### src/rtl/mem_arbiter.sv
// ============================================================================
// Module   : mem_arbiter
// Brief    : Round-robin arbiter sharing one single-port RAM between the
//            instruction-fetch and data load/store request streams, with a
//            busy-wait timeout that flags a bus error.
// Revision : 1.0
// ============================================================================
`default_nettype none

module mem_arbiter #(
  parameter int ADDR_W   = 32,
  parameter int DATA_W   = 32,
  parameter int MAX_WAIT = 15
) (
  input  logic              CLK,
  input  logic              nRST,
  input  logic              imemRen,
  input  logic [ADDR_W-1:0] imemaddr,
  output logic [DATA_W-1:0] imemload,
  output logic              i_ready,
  input  logic              dmmRen,
  input  logic              dmmWen,
  input  logic [ADDR_W-1:0] dmmaddr,
  input  logic [DATA_W-1:0] dmmstore,
  output logic [DATA_W-1:0] dmmload,
  output logic              d_ready,
  output logic              ram_ren,
  output logic              ram_wen,
  output logic [ADDR_W-1:0] ram_addr,
  output logic [DATA_W-1:0] ram_wdata,
  input  logic [DATA_W-1:0] ram_rdata,
  input  logic              ram_busy,
  output logic              bus_err
);

  localparam logic [7:0] C_MAX_WAIT = 8'(MAX_WAIT);

  typedef enum logic [1:0] {
    S_IDLE = 2'd0,
    S_IACC = 2'd1,
    S_DACC = 2'd2,
    S_DONE = 2'd3
  } state_t;

  state_t      r_state;
  state_t      w_state_next;
  logic        r_last_data;  // 1 when the most recent grant went to the data side
  logic        r_side_data;
  logic        r_is_wr;
  logic        r_err;
  logic [7:0]  r_wait_cnt;
  logic [ADDR_W-1:0] r_addr;
  logic [DATA_W-1:0] r_wdata;
  logic [DATA_W-1:0] r_imemload;
  logic [DATA_W-1:0] r_dmmload;

  logic w_dreq;
  logic w_grant_i;
  logic w_grant_d;
  logic w_finish;
  logic w_abort;
  logic w_in_acc;

  assign w_dreq   = dmmRen | dmmWen;
  assign w_in_acc = (r_state == S_IACC) || (r_state == S_DACC);

  always_comb begin
    w_state_next = r_state;
    w_grant_i    = 1'b0;
    w_grant_d    = 1'b0;
    w_finish     = 1'b0;
    w_abort      = 1'b0;
    case (r_state)
      S_IDLE: begin
        if (w_dreq && imemRen) begin
          w_grant_i = r_last_data;
          w_grant_d = ~r_last_data;
        end else begin
          w_grant_i = imemRen;
          w_grant_d = w_dreq;
        end
        if (w_grant_i) w_state_next = S_IACC;
        if (w_grant_d) w_state_next = S_DACC;
      end
      S_IACC, S_DACC: begin
        if (!ram_busy) begin
          w_finish     = 1'b1;
          w_state_next = S_DONE;
        end else if (r_wait_cnt + 8'd1 == C_MAX_WAIT) begin
          w_abort      = 1'b1;
          w_state_next = S_DONE;
        end
      end
      S_DONE:  w_state_next = S_IDLE;
      default: w_state_next = S_IDLE;
    endcase
  end

  always_ff @(posedge CLK or negedge nRST) begin
    if (!nRST) begin
      r_state     <= S_IDLE;
      r_last_data <= 1'b1;
      r_side_data <= 1'b0;
      r_is_wr     <= 1'b0;
      r_err       <= 1'b0;
      r_wait_cnt  <= 8'd0;
      r_addr      <= '0;
      r_wdata     <= '0;
      r_imemload  <= '0;
      r_dmmload   <= '0;
    end else begin
      r_state <= w_state_next;
      if (w_grant_i) begin
        r_addr      <= imemaddr;
        r_side_data <= 1'b0;
        r_last_data <= 1'b0;
        r_is_wr     <= 1'b0;
        r_err       <= 1'b0;
        r_wait_cnt  <= 8'd0;
      end
      if (w_grant_d) begin
        r_addr      <= dmmaddr;
        r_wdata     <= dmmstore;
        r_side_data <= 1'b1;
        r_last_data <= 1'b1;
        r_is_wr     <= dmmWen;
        r_err       <= 1'b0;
        r_wait_cnt  <= 8'd0;
      end
      if (w_in_acc && ram_busy) r_wait_cnt <= r_wait_cnt + 8'd1;
      if (w_abort) r_err <= 1'b1;
      // A completed write leaves the load register untouched.
      if (w_finish) begin
        if (!r_side_data)  r_imemload <= ram_rdata;
        else if (!r_is_wr) r_dmmload  <= ram_rdata;
      end
    end
  end

  assign ram_ren   = (r_state == S_IACC) || ((r_state == S_DACC) && !r_is_wr);
  assign ram_wen   = (r_state == S_DACC) && r_is_wr;
  assign ram_addr  = r_addr;
  assign ram_wdata = r_wdata;
  assign i_ready   = (r_state == S_DONE) && !r_side_data;
  assign d_ready   = (r_state == S_DONE) && r_side_data;
  assign bus_err   = (r_state == S_DONE) && r_err;
  assign imemload  = r_imemload;
  assign dmmload   = r_dmmload;

endmodule

`default_nettype wire

### config.mk
export PLATFORM = sky130hd
export DESIGN_NAME = mem_arbiter
export DESIGN_NICKNAME = d
export VERILOG_FILES = /design/src/rtl/mem_arbiter.sv
export SDC_FILE = /design/constraint.sdc
export NUM_CORES = 1
export LEC_CHECK = 0
export ABC_CLOCK_PERIOD_IN_PS = 2700
export CORE_ASPECT_RATIO = 2
export CORE_MARGIN = 2
export CORE_UTILIZATION = 46
export CTS_BUF_LIST = sky130_fd_sc_hd__clkbuf_8
export DETAILED_ROUTE_END_ITERATION = 7
export PLACE_DENSITY = 0.88
export SKIP_LAST_GASP = 1
export SYNTH_ARGS = -nofsm -noshare
export SYNTH_HDL_FRONTEND = slang
export SYNTH_SLANG_ARGS = --single-unit
### constraint.sdc
create_clock -name CLK -period 2.7 [get_ports CLK]
set_input_delay 0.405 -clock CLK [delete_from_list [all_inputs] [get_ports CLK]]
set_output_delay 0.405 -clock CLK [all_outputs]
set_load 0.1 [all_outputs]
=== Word level (Yosys, flattened, before mapping) ===
Cells that the tools add are included.

* Equal/unequal tests: 6
* Mux-type cells: 26
* Reductions and logical operators: 19
* Bitwise logic cells: 4
* $add $sub $neg: 1

{| class="wikitable"
|+ Operators by type and width
! kind !! count
|-
| 32-bit 2-to-1 mux || 2
|-
| 8-bit 2-to-1 mux || 3
|-
| 1-bit 2-to-1 mux || 16
|-
| 8-bit by 1-bit adder with 8-bit output (second input constant) || 1
|-
| 8-bit by 4-bit equality test with 1-bit output (second input constant) || 1
|-
| 2-bit 2-to-1 mux || 4
|-
| 1-bit logical AND || 7
|-
| 2-bit case mux with 3 select lines || 1
|-
| 3-bit nonzero test || 2
|-
| 2-bit equality test (second input constant) || 2
|-
| 2-bit AND reduction || 2
|-
| 3-bit by 1-bit inequality test with 1-bit output (second input constant) || 1
|-
| 3-bit inequality test (second input constant) || 1
|-
| 1-bit inverter || 3
|-
| 3-bit AND reduction || 1
|-
| 2-bit by 1-bit equality test with 1-bit output (second input constant) || 1
|-
| 1-bit zero test || 2
|-
| 2-bit zero test || 1
|-
| 1-bit logical OR || 2
|-
| 2-bit nonzero test || 1
|-
| 2-bit OR reduction || 1
|-
| 1-bit OR || 1
|}

* Output and inout port bits: 133
* Input bits: 134
* Bits in registers: 142

=== Logic depth before layout (Yosys ltp) ===
* Word-level depth: 8
* Gate-level depth with buffers: 8

=== Worst setup path before layout ===
OpenSTA, ideal clock, no wires.

* Path kind: reg2out
* From: register r_state[1]
* To: output i_ready
* Path slack: 0.409 ns
* Path buffers: 0
* Stages on the path, launching flop included: 3
* Data required time: 2.295 ns
* Arrival time: 1.886 ns
* Cells stage by stage: dfrtp_1 -> ha_1 -> nor2b_1

* Cells in the longest elaborated chain, start to end: 2

{| class="wikitable"
|+ Ends and longest elaborated chain
! item !! RTL line !! RTL
|-
| from (decl) || 45 || <nowiki>state_t r_state;</nowiki>
|-
| from (signal assigned) || 112 || <nowiki>r_state <= w_state_next;</nowiki>
|-
| 2-bit equality test || 144 || <nowiki>assign i_ready = (r_state == S_DONE) && !r_side_data;</nowiki>
|-
| 1-bit logical AND || 144 ||
|-
| to (decl) || 20 || <nowiki>output logic i_ready,</nowiki>
|}

Every way passes these cells.

=== Final worst setup path ===
* From: register r_state[0]
* To: register r_imemload[20], in the netlist imemload[20]

* Cells in the longest elaborated chain, start to end: 4
* Elaborated cells between the ends (all ways): 5
* Classes of those cells: eq/ne (2); mux (1); reduce/logical (2)

{| class="wikitable"
|+ Ends and longest elaborated chain
! item !! RTL line !! RTL
|-
| 2-bit by 1-bit equality test with 1-bit output / 2-bit equality test (equally long branches) || 73 || <nowiki>case (r_state)</nowiki>
|-
| 2-bit OR reduction * || 73 ||
|-
| 1-bit 2-to-1 mux * || 73 ||
|-
| 2-bit AND reduction (no line) * || -- ||
|-
| to (signal assigned) || 134 || <nowiki>if (!r_side_data) r_imemload <= ram_rdata;</nowiki>
|-
| to (decl) || 54 || <nowiki>logic [DATA_W-1:0] r_imemload;</nowiki>
|}

Mark *: on every way between the ends. The rest lies on a longest branch, timed or not.
A chain may end at the register's enable or synchronous reset.

==> flow_results.org <==
** Clock network
- Worst-skew pair later-pin latency :: 0.43 ns
- Buffers inserted to repair hold after CTS numbered 1.
- Clock Pin Slew Worst Setup and Hold Paths :: 0.08 ns
- In this run the number of H-tree levels came out at 4.
- In this run the post-CTS setup repair buffer count came out at 0.
- TritonCTS clock tree :: built
- Cell chosen for the clock root :: clkbuf_8
- Gates resized during post-CTS repair numbered 0.
- Buffers from clock root to sink, at most :: 2
- Number of buffers created by CTS :: 17
- CTS sink count :: 142

** Die
- Starting density of the core :: 0.469
- Die Outline Area :: 13,700 um2
- During I/O placement, the number of pins put on the boundary was 267.
- Height of the chip :: 163 um
- Measured along the x axis, the die boundary spans 83.7 um.
- Cell Rows :: 58
- Floorplan Core Area :: 12,500 um2

** Placed design
- Instance count after placement with tap cells included :: 901
- Routability-driven placement finished with a final weighted congestion of 0.811.
- Detailed placer's ending HPWL :: 11,800 um
- During placement, the flow inserted port buffers numbering 266.

** Final layout
- Of the cells placed in the final design, the portion with a size suffix greater than 1 is 0.320.
- Layout overhead on the synthesized area :: 48.6%
- Final cell count without fillers :: 934
- After the last flow step, the layout net total stands at 911.
- Diode insertion count for antenna repair :: 0

** Yosys
- Counting every instance in the synthesized netlist gives 508.
- Yosys warning count :: 0
- Top-area cell type share of the netlist area :: 0.603
- Ranked by instance count, the synthesized netlist is headed by dfrtp_1, nand2_1, mux2_2, o21ai_0, o22ai_1.
- Among all flip-flop cells after synthesis, the most frequent one is dfrtp_1.
- Fraction of registers with async set/reset :: 1.00
- For this run, the register share of the synthesized area comes to 0.608.
- The mapped netlist covers 5850 um2.
- Dividing the synthesized area by the synthesized cell count gives 11.5 um2.
- When the netlist entered floorplanning its net count stood at 648.
- Yosys reg bits :: 142
- Count of cell types in the netlist :: 45
- By instance count, the leading cell after synthesis is dfrtp_1.
- EDFF count, synth :: 0
- The largest total area in the synthesized netlist belongs to dfrtp_1.
- Ranking of synthesized cells by area :: dfrtp_1, mux2_2, nand2_1, o21ai_0, o22ai_1

** Drt
- First-pass detailed-route iteration total :: 4
- Using the TritonRoute via totals, the vias-per-cell ratio works out to 5.18.
- In the final routed layout, each cell accounts on average for 16.5 um.
- Routed wire length :: 15,400 um
- Detailed-route via count :: 4,836
- Antenna Violating Nets Remaining :: 0
- In the routed design, unresolved DRC markers number 0.
- DRC marker count from the first detailed-route iteration :: 168

** Setup path
- In this run the critical register-to-register path is launched from r_state[0].
- R2R cell count :: 5
- Broken down by cell family, the worst path's largest delay share belongs to buffers and inverters.
- The critical path is of the register to register type.
- Critical Path RT :: 3.01 ns
- Startpoint kind of the worst setup timing path :: register
- For this design, the slowest cell found on the critical path is buf_4.
- Reg2Reg Capture Point :: imemload[20]
- STA puts the critical path data arrival time at 2.31 ns.
- For flop-to-flop paths, the worst setup slack is 0.70 ns.
- Worst setup EP type :: register
- Largest fanout on the critical path :: 32
- On the worst path, the slowest cell contributes a delay of 0.41 ns.
- The critical path goes through inv_1, ha_1, nor3b_4, buf_4, mux2_2.
- Counting both buffers and inverters, the worst setup path holds a total of 2.

** Timing
- Slew Limit Fails :: 0
- After routing, the total negative slack on setup checks comes to 0 ns.
- Measured against its own limit, the worst slew margin works out to 0.626.
- Setup repair after global routing left no endpoint under its margin.
- Total of endpoints with negative setup slack in the final report :: 0
- Worst Max-Slew Pin Slew :: 0.561 ns
- Largest clock skew in the final design :: 0.0120 ns
- Final hold viol count :: 0
- Final worst path period share :: 0.743
- Static timing analysis puts the maximum clock frequency at 499 MHz.
- Final Critical Period :: 2.00 ns

** Hold path
- Min-delay worst type :: register to register
- In this run the most critical hold path is launched from r_last_data.
- Worst Hold Path Cells :: 2
- For hold timing, the worst endpoint is r_last_data.

** Status
- The flow ran to the end, and the final reports show no timing, DRC or antenna violations.

** Global route
- The initial antenna violation count is 0.
- The via count of the first global-routing pass came to 5,108.
- Global-route total usage across every layer :: 0.224
- Entering global routing, the biggest net connects 70 pins.
- Overflow left after global routing :: 0
- Global-route wire length before repair :: 24,300 um

** Run
- The tool flagged a number of max-cap violations equal to 0.
[registers in the layout, summed over array words and instances, names as in the netlist]
| signal | count |
|---|---|
| ram_addr | 32 |
| r_err | 1 |
| dmmload | 32 |
| r_last_data | 1 |
| r_wait_cnt | 8 |
| r_side_data | 1 |
| r_state | 2 |
| r_is_wr | 1 |
| ram_wdata | 32 |
| imemload | 32 |
[per-stage QoR]
stage	hold WS, ns	util	setup slack, ns	area, um2
after floorplan	0.109	-	0.409	5850
after global placement	0.390	0.665	0.581	8300
after detailed placement	0.405	0.665	0.566	8300
after CTS	0.460	0.696	0.672	8690
after global routing	0.475	0.696	0.565	8690
final	0.473	0.696	0.695	8690
[worst max path at each step]
| stage | start | end | slack [ns] | cells past startpoint |
|---|---|---|---|---|
| 4_1_cts | r_state[0] | imemload[30] | 0.67 | 5 |
| 2_1_floorplan | r_state[1] | i_ready | 0.41 | 2 |
| 5_1_grt | r_state[0] | imemload[20] | 0.57 | 5 |
| 6_report | r_state[0] | imemload[20] | 0.70 | 5 |
| 3_3_place_gp | ram_busy | dmmload[23] | 0.58 | 4 |
| 3_5_place_dp | ram_busy | dmmload[28] | 0.57 | 4 |
[cell families after synthesis]
family / count (synthesis) / share of synthesized area
simple gates: 164 / 0.121
mux: 66 / 0.127
flops: 142 / 0.608
buf+inv: 37 / 0.0319
fa+ha+maj: 6 / 0.0128
compound gates: 93 / 0.0995
[placed cells by master (no fill, tap or decap), drive strengths merged, types with 2 or more instances in the layout]
master | netlist | layout
buf | 22 | 143
dfrtp | 141 | 141
nand2 | 137 | 137
clkdlybuf4s50 | 0 | 132
mux2 | 65 | 65
o21ai | 42 | 42
o22ai | 32 | 32
clkbuf | 10 | 17
inv | 5 | 13
a21oi | 6 | 6
ha | 6 | 6
and2 | 5 | 5
nor2 | 4 | 4
clkinv | 0 | 4
nor2b | 3 | 3
a21o | 3 | 3
nand3 | 3 | 3
clkinvlp | 0 | 3
and4 | 2 | 2
and3 | 2 | 2
nor3 | 2 | 2
[layer usage]
metal / vias to the layer above / routed length (um) / GRT usage
met4: 0 / 646 / 0.120
met5: - / 0 / 0
met1: 2305 / 5380 / 0.234
met3: 47 / 948 / 0.0561
li1: 2269 / - / -
met2: 215 / 8430 / 0.406
[cell type report]
| cell class | instances | area [um2] |
|---|---|---|
| Multi-Input combinational cell | 329 | 2120 |
| Inverter | 5 | 18.8 |
| Clock inverter | 15 | 145 |
| Clock buffer | 17 | 234 |
| Fill cell | 912 | 3790 |
| Sequential cell | 142 | 3550 |
| Timing Repair Buffer | 276 | 2430 |
| Tap cell | 150 | 188 |
[worst register-to-register path, delay by kind of cell, from the launching register on]
family | cells | cell delay [ns]
buffers and inverters | 2 | 0.50
and+or+nand+nor | 1 | 0.20
DFF | 1 | 0.39
adders and majority gates | 1 | 0.38
muxes | 1 | 0.41
Power is not shown: default switching activity piles up to over one toggle a cycle in this logic, so the estimate is an artifact.
